[src/rtl/alu_seq_pkg.sv]
// alu_seq_pkg: shared states, opcode fields and constants for the ALU sequencer
package alu_seq_pkg;
  typedef enum logic [2:0] {
    S_IDLE,
    S_FETCH,
    S_WAIT,
    S_DECODE,
    S_EXEC,
    S_WB,
    S_HALT
  } state_t;
  localparam int DW = 8;
  localparam int NREGS = 4;
  localparam logic [1:0] CLS_ALU = 2'b00;
  localparam logic [1:0] CLS_LDI = 2'b01;
  localparam logic [1:0] CLS_BR = 2'b10;
  localparam logic [1:0] CLS_HALT = 2'b11;
  localparam logic [1:0] SEL_AND = 2'b00;
  localparam logic [1:0] SEL_XOR = 2'b01;
  localparam logic [1:0] SEL_ADD = 2'b10;
  localparam logic [1:0] SEL_SHIFT = 2'b11;
  localparam logic [1:0] BR_ALWAYS = 2'b00;
  localparam logic [1:0] BR_Z = 2'b01;
  localparam logic [1:0] BR_CO = 2'b10;
  localparam logic [1:0] BR_NEVER = 2'b11;
  localparam int CLS_LSB = 10;
  localparam int SEL_LSB = 8;
  localparam int RD_LSB = 6;
  localparam int RS_LSB = 4;
  localparam int LDI_RD_LSB = 8;
  localparam int COND_LSB = 8;
  function automatic logic br_taken(input logic [1:0] cond, input logic z, input logic co);
    return (cond == BR_ALWAYS) || (cond == BR_Z && z) || (cond == BR_CO && co);
  endfunction
endpackage

[src/rtl/alu_seq_regfile.sv]
// alu_seq_regfile: 4x8 register file, two combinational read ports, one synchronous write port
//   clk, rst      : clock, synchronous active-high reset (clears all registers)
//   we, wa, wd    : write enable, write address, write data
//   ra, rb        : read addresses
//   a_data, b_data: read data
module alu_seq_regfile
  import alu_seq_pkg::*;
(
  input  logic          clk,
  input  logic          rst,
  input  logic          we,
  input  logic [1:0]    wa,
  input  logic [DW-1:0] wd,
  input  logic [1:0]    ra,
  input  logic [1:0]    rb,
  output logic [DW-1:0] a_data,
  output logic [DW-1:0] b_data
);
  logic [DW-1:0] regs [NREGS];
  always_ff @(posedge clk)
    if (rst) regs <= '{default: '0};
    else if (we) regs[wa] <= wd;
  assign a_data = regs[ra];
  assign b_data = regs[rb];
endmodule

[src/rtl/alu_sequencer.sv]
// alu_sequencer: multi-cycle fetch/decode/execute sequencer driving an external combinational ALU
//   clk, rst                 : clock, synchronous active-high reset
//   start                    : begins execution from IDLE or HALT
//   rom_addr, rom_data       : instruction ROM port (data valid one cycle after address)
//   alu_a, alu_b, alu_sel    : ALU operands and select
//   alu_out, alu_co, alu_z   : ALU result and flags
//   flag_z, flag_co          : registered flags
//   busy, halted             : status
//   retired_cnt              : saturating retired-instruction count (only with ALU_SEQ_PERF_EN)
module alu_sequencer
  import alu_seq_pkg::*;
#(
  parameter int PC_W = 8,
  parameter int IW = 12
) (
  input  logic            clk,
  input  logic            rst,
  input  logic            start,
  output logic [PC_W-1:0] rom_addr,
  input  logic [IW-1:0]   rom_data,
  output logic [DW-1:0]   alu_a,
  output logic [DW-1:0]   alu_b,
  output logic [1:0]      alu_sel,
  input  logic [DW-1:0]   alu_out,
  input  logic            alu_co,
  input  logic            alu_z,
  output logic            flag_z,
  output logic            flag_co,
  output logic            busy,
`ifdef ALU_SEQ_PERF_EN
  output logic [15:0]     retired_cnt,
`endif
  output logic            halted
);
  state_t state, next;
  logic [PC_W-1:0] pc;
  logic [IW-1:0] ir;
  logic [DW-1:0] a_q, b_q, a_data, b_data, wd;
  logic [1:0] sel_q, cls, wa;
  logic alu_drive, we, taken;
  assign cls = ir[CLS_LSB +: 2];
  assign taken = br_taken(ir[COND_LSB +: 2], flag_z, flag_co);
  // Operands track the register file live during EXEC/WB of an ALU op and are frozen otherwise.
  assign alu_drive = (state == S_EXEC || state == S_WB) && cls == CLS_ALU;
  assign alu_a = alu_drive ? a_data : a_q;
  assign alu_b = alu_drive ? b_data : b_q;
  assign alu_sel = alu_drive ? ir[SEL_LSB +: 2] : sel_q;
  assign we = (state == S_EXEC && cls == CLS_LDI) || state == S_WB;
  assign wa = state == S_WB ? ir[RD_LSB +: 2] : ir[LDI_RD_LSB +: 2];
  assign wd = state == S_WB ? alu_out : ir[DW-1:0];
  assign rom_addr = pc;
  assign busy = state inside {S_FETCH, S_WAIT, S_DECODE, S_EXEC, S_WB};
  assign halted = state == S_HALT;
  alu_seq_regfile u_regfile (
    .clk(clk),
    .rst(rst),
    .we(we),
    .wa(wa),
    .wd(wd),
    .ra(ir[RD_LSB +: 2]),
    .rb(ir[RS_LSB +: 2]),
    .a_data(a_data),
    .b_data(b_data)
  );
  always_ff @(posedge clk)
    if (rst) state <= S_IDLE;
    else state <= next;
  always_comb begin
    next = state;
    case (state)
      S_IDLE:   next = start ? S_FETCH : S_IDLE;
      S_FETCH:  next = S_WAIT;
      S_WAIT:   next = S_DECODE;
      S_DECODE: next = S_EXEC;
      S_EXEC:   next = cls == CLS_ALU ? S_WB : cls == CLS_HALT ? S_HALT : S_FETCH;
      S_WB:     next = S_FETCH;
      S_HALT:   next = start ? S_FETCH : S_HALT;
      default:  next = S_IDLE;
    endcase
  end
  always_ff @(posedge clk)
    if (rst) begin
      pc <= '0;
      ir <= '0;
      a_q <= '0;
      b_q <= '0;
      sel_q <= '0;
      flag_z <= 1'b0;
      flag_co <= 1'b0;
    end else begin
      if (state == S_DECODE) begin
        ir <= rom_data;
        pc <= pc + PC_W'(1);
      end
      if (state == S_EXEC && cls == CLS_BR && taken) pc <= ir[PC_W-1:0];
      if (state == S_HALT && start) pc <= '0;
      if (alu_drive) begin
        a_q <= a_data;
        b_q <= b_data;
        sel_q <= ir[SEL_LSB +: 2];
      end
      if (state == S_WB) begin
        flag_z <= alu_z;
        flag_co <= alu_co;
      end
    end
`ifdef ALU_SEQ_PERF_EN
  logic retire;
  assign retire = (state == S_EXEC && cls != CLS_ALU) || state == S_WB;
  always_ff @(posedge clk)
    if (rst) retired_cnt <= '0;
    else if (retire && retired_cnt != 16'hFFFF) retired_cnt <= retired_cnt + 16'd1;
`endif
endmodule

[config.mk]
export PLATFORM = sky130hd
export DESIGN_NAME = alu_sequencer
export DESIGN_NICKNAME = d
export VERILOG_FILES = /design/src/rtl/alu_seq_pkg.sv /design/src/rtl/alu_seq_regfile.sv /design/src/rtl/alu_sequencer.sv
export SDC_FILE = /design/constraint.sdc
export NUM_CORES = 1
export LEC_CHECK = 0
export CORE_UTILIZATION = 25
export CTS_CLUSTER_DIAMETER = 40
export DETAILED_ROUTE_END_ITERATION = 12
export PLACE_DENSITY = 0.48
export SYNTH_ARGS = -nofsm -noshare
export SYNTH_HDL_FRONTEND = slang
export SYNTH_SLANG_ARGS = --single-unit
[constraint.sdc]
create_clock -name clk -period 2.2 [get_ports clk]
set_input_delay 0.22 -clock clk [delete_from_list [all_inputs] [get_ports clk]]
set_output_delay 0.22 -clock clk [all_outputs]
set_load 0.02 [all_outputs]
# == Yosys cells after proc, flatten, opt, wreduce, memory -nomap -nowiden ==
# Index checks and enable logic that the tools add are counted.
# word_totals
regBits,75
inputBits,25
out_inout_bits,30
wordCells,70
# classes
add_sub_neg,1
n_lt_le_gt_ge,4
n_eq_ne,11
n_mux,21
n_bitwise,3
reduce_logical,18
# op_table
cell,count
2-to-1 mux 8 bit,10
binary-select mux 8 bit (select 2 bit),2
bitwise mux 32 bit,1
case mux 3 bit (7 select lines),1
demux 8 bit (select 2 bit),1
"equality test 3 bit, second input constant",3
">= comparator 3 bit, second input constant",3
2-to-1 mux 3 bit,3
NOT 2 -> 3 bit,3
"adder 8 x 1 -> 8 bit, second input constant",1
logical AND 1 bit,8
"equality test 2 bit, second input constant",3
"equality test 3 x 2 -> 1 bit, second input constant",2
nonzero test 5 bit,1
"equality test 2 x 1 -> 1 bit, second input constant",2
logical NOT 2 bit,2
logical OR 1 bit,4
2-to-1 mux 2 bit,2
"equality test 3 x 1 -> 1 bit, second input constant",1
logical NOT 3 bit,1
"less-than comparator 3 x 1 -> 1 bit, second input constant",1
nonzero test 2 bit,1
OR reduction 2 bit,1
2-to-1 mux 1 bit,1

# == Logic depth before layout (Yosys ltp) ==
# logic_depth
word_depth,8
depth_mapped,7
ltp_nobuf,6

# == Hierarchy ==
# Synthesis repeated with hierarchy kept, for this count alone.
# hier_totals
hier_cells,364
area_unflattened_um2,3792.4
# by_module_without_submodules
module,instances,cells_per_inst,area_each_um2,seq_area_each_um2
alu_sequencer,1,226,2115.8,860.8
alu_seq_regfile,1,138,1676.6,640.6

# == Worst setup path after synthesis ==
# No wires, ideal clock.
# synth_path
path_type,register to register
start,register ir[6]
end,register a_q[2]
setup_ps,115
arrival_ps,1599
required_time_ps,2085
path_slack_ps,486
stages_incl_launch_ff,6
path_buffers,2
synth_period_minus_slack_ps,1714
path_cell_list,dfxtp_1 -> buf_2 -> buf_6 -> mux4_2 -> mux2_2 -> and2_1
# synth_via
elab_chain_cells,5
# synth_lines
item,line,rtl
start: declaration,alu_sequencer.sv:37,logic [IW-1:0] ir;
start signal: assignment,alu_sequencer.sv:92,ir <= rom_data;
NOT 2 -> 3 bit (not written as such),alu_seq_regfile.sv:23,assign a_data = regs[ra];
binary-select mux 8 bit (select 2 bit),alu_seq_regfile.sv:23,
2-to-1 mux 8 bit (not written as such) (2 in series),alu_seq_regfile.sv:23,
2-to-1 mux 8 bit,-,
net alu_a[2],alu_sequencer.sv:21,"output logic [DW-1:0] alu_a,"
end signal: assignment,alu_sequencer.sv:98,a_q <= a_data;
end: declaration,alu_sequencer.sv:38,"logic [DW-1:0] a_q, b_q, a_data, b_data, wd;"
# The timed path passes the listed nets, and every way through them passes these cells. The select of a mux whose other input is x is not followed.
# A chain may end at the register's enable or synchronous reset.

# == Worst setup path after layout ==
# layout_path
start,register ir[4]
end,output port alu_b[0]
# layout_via
elab_chain_cells,5
# layout_lines
item,line,rtl
NOT 2 -> 3 bit (not written as such),alu_seq_regfile.sv:24,assign b_data = regs[rb];
binary-select mux 8 bit (select 2 bit),alu_seq_regfile.sv:24,
2-to-1 mux 8 bit (not written as such) (2 in series),alu_seq_regfile.sv:24,
2-to-1 mux 8 bit,-,
end: declaration,alu_sequencer.sv:22,"output logic [DW-1:0] alu_b,"
# No other way between the ends. The select of a mux whose other input is x is not followed.

==> metrics.md <==
| Metric | Value |
|---|---|
| FF-to-FF End | `u_regfile.regs[9]$_SDFFE_PP0P_` |
| Total power | `3.06 mW` |
| Initial antenna violation count | `0` |
| Mapped Cells | `366` |
| Reg2reg setup slack | `240 ps` |
| Area growth syn-to-layout | `30.6%` |
| Final Skew | `7.92 ps` |
| Synth area leader | `dfxtp_1` |
| Final Hold Fails | `0` |
| CTS Buf Count | `9` |
| HP Start | `rom_data[3]` |
| Ys flop type | `dfxtp_1` |
| CP max stage delay | `500 ps` |
| Slew margin rel. | `57.4%` |
| Mapped Area | `3700 sq um` |
| CP Max Fanout | `9` |
| Slowest cell on the critical path | `mux4_2` |
| Pre-antenna DRT Iters | `6` |
| Crit path DAT | `1920 ps` |
| Row Count | `44` |
| Min-Delay Path Class | `in2reg` |
| Hpwl dp | `6670 um` |
| Final worst path period share | `97.3%` |
| Synth Area in Simple Gates | `between 10% and 20%` |
| Ports | `55` |
| First-pass GRT wire length | `approximately 15000 um` |
| Average routed wire per standard cell | `15.4 um` |
| Compound-Gate Fraction of Synth Area | `17.6%` |
| Peak VDD IR | `0.353 mV` |
| Vias per cell | `4.69` |
| Hold Crit Depth | `3` |
| #FFs+latches synth | `75` |
| Mapped Nets | `about 400` |
| Layout cell share with drive strength beyond 1 | `between 20% and 30%` |
| # setup viols final | `0` |
| Worst R2R Start | `state[0]$_SDFF_PP0_` |
| Bufs on Longest Clock Path | `2` |
| Max Clock Freq | `467 MHz` |
| DRT Wirelength | `9510 um` |
| Clock network latency to the later pin of the worst-skew pair | `340 ps` |
| Sequential area share after synthesis | `between 40 and 50%` |
| Clock net sink count | `75` |
| Port Buffers | `54` |
| Commonest cells in the netlist | `75 x dfxtp_1, 38 x nand2_1, 36 x nor2_1` |
| Post-Synth Adder-Cell Area | `about 2%` |
| Top post-synthesis cells by area | `dfxtp_1 41%, mux4_2 9.7%, a211oi_1 6.1%` |
| Fin crit period | `between 2000 and 2500 ps` |
| Xor/xnor cell area share of the yosys netlist | `0%` |
| Worst hold endpoint | `ir[3]$_SDFFE_PP0P_` |
| Final setup TNS | `0 ps` |
| GPL Wtd Cong | `a little over 0.7` |
| Yosys warning count | `0` |
| Fin area | `~4800 sq um` |
| N_diodes | `0` |
| Root Driver | `clkbuf_16` |
| Post-synth top area share | `40.5%` |
| Ys async rst share | `0%` |
| Drt drc | `0` |
| Worst path cell trace | `buf_12, mux4_2, mux2_2, clkdlybuf4s15_1` |
| Startpoint type of the worst setup path | `register` |
| RSZ-0062 raised after global routing | `no` |
| WS Path Type | `reg2out` |
| Largest net degree at the start of global routing | `26` |
| Max Slew Vio Count | `0` |
| Die height | `124 um` |
| DR vias | `2898` |
| CTS tree | `done` |
| Reg clk slew, reported paths | `60 ps` |
| Leakage | `1.77 nW` |
| Die X | `124 um` |
| Status | `finished, final reports clean` |
| Portion of netlist area occupied by mux cells | `17.4%` |
| Global-route usage over all layers | `about 14%` |
| Std-Cell Core Area | `14500 sq um` |
| Yosys cell types | `47` |
| Largest family of logic cells by synthesized area | `simple AND/OR/NAND/NOR gates` |
| Total grt overflow | `0` |
| Reg2reg path depth | `4` |
| Post-synth EDFFs | `0` |
| Setup crit end kind | `output port` |
| Post-DP Area | `4580 sq um` |
| Final ANT Viol Nets | `0` |
| Syn Area/Cell | `between 10 and 15 sq um` |
| Data required, critical path | `roughly 2000 ps` |
| Die area | `15300 sq um` |
| Starting Density | `25.6%` |
| Vias in the first global route | `2890` |
| Nets | `460` |
| Number of H-tree levels | `3` |
| Most common cell in the netlist | `dfxtp_1` |
| DR iter-0 viols | `176` |
| Max Cap Viol | `0` |
| Slew @ Worst Pin | `slightly above 600 ps` |
| PwrDens | `between 600 and 700 nW/um^2` |
==> critical path, delay by kind of cell (launching register included) <==
family / cells / cell delay [ps]
buffers and inverters: 2 / 430
DFF: 1 / 360
muxes: 2 / 780
==> flip-flops by register name (all words and copies together) (netlist names) <==
name            count
b_q                 8
u_regfile.regs     32
sel_q               2
flag_z              1
flag_co             1
rom_addr            8
ir                 12
a_q                 8
state               3
==> cells by family after synthesis <==
group | after synthesis
simple gates | 128
compound gates | 83
flops | 75
mux | 42
buf+inv | 32
fa+ha+maj | 6
==> power by group <==
group          switching (mW)  leakage, nW  internal [mW]  total [mW]
sequential             0.0184        0.606           1.37        1.39
clock                   0.582        0.135          0.878        1.46
combinational           0.105         1.03          0.106       0.211
total                   0.705         1.77           2.35        3.06
==> cell usage in the layout (no fill, tap or decap), types with 16 or more instances in the layout <==
cell,count
a211oi_1,30
a21oi_1,25
and2_1,19
buf_4,18
clkdlybuf4s50_1,36
dfxtp_1,72
mux2_2,18
mux4_2,16
nand2_1,38
nor2_1,36
==> metal layers <==
| layer | vias to the layer above | part of all wire [%] | global-route usage (%) |
|---|---|---|---|
| met5 | - | 0 | 0 |
| met1 | 1378 | 49 | 17.5 |
| met2 | 50 | 46 | 21.9 |
| met3 | 10 | 3.6 | 4.30 |
| li1 | 1460 | - | - |
| met4 | 0 | 1.2 | 3.84 |
==> per-stage QoR <==
stage          setup slack, ps  util, %  hold WS [ps]  std cells
3_5_place_dp              81.8     31.6           467        602
4_1_cts                   2.75     33.6           416        618
6_report                  58.7     33.4           432        618
3_3_place_gp              95.0     31.6           458        602
2_1_floorplan              486        -           356        366
5_1_grt                   2.16     33.4           416        618
==> worst max-delay path by stage <==
stage,cells after the start,from,slack [ps],to
finish,4,ir[4]$_SDFFE_PP0P_,60,alu_b[0]
detailed placement,4,ir[4]$_SDFFE_PP0P_,80,alu_b[6]
floorplan,5,ir[6]$_SDFFE_PP0P_,490,a_q[2]$_SDFF_PP0_
CTS,4,ir[4]$_SDFFE_PP0P_,3,alu_b[4]
global placement,3,ir[7]$_SDFFE_PP0P_,100,alu_a[3]
global route,4,ir[4]$_SDFFE_PP0P_,2,alu_b[0]
==> what timing repair did <==
action	4_1_cts	5_1_grt
buffers inserted	0	0
cloned	0	0
endpoints found under the setup margin	18	16
hold buffers	0	0
resized for setup	25	20
==> layout make-up <==
cell class / count / area (sq um)
multi-input combinational: 259 / 2030
timing repair buffer: 78 / 753
inverter: 6 / 22.5
fill: 1466 / 9640
sequential: 75 / 1510
clock buffer: 10 / 229
tap: 184 / 230
clock inverter: 6 / 66.3
Power figures use the tool's default switching activity.
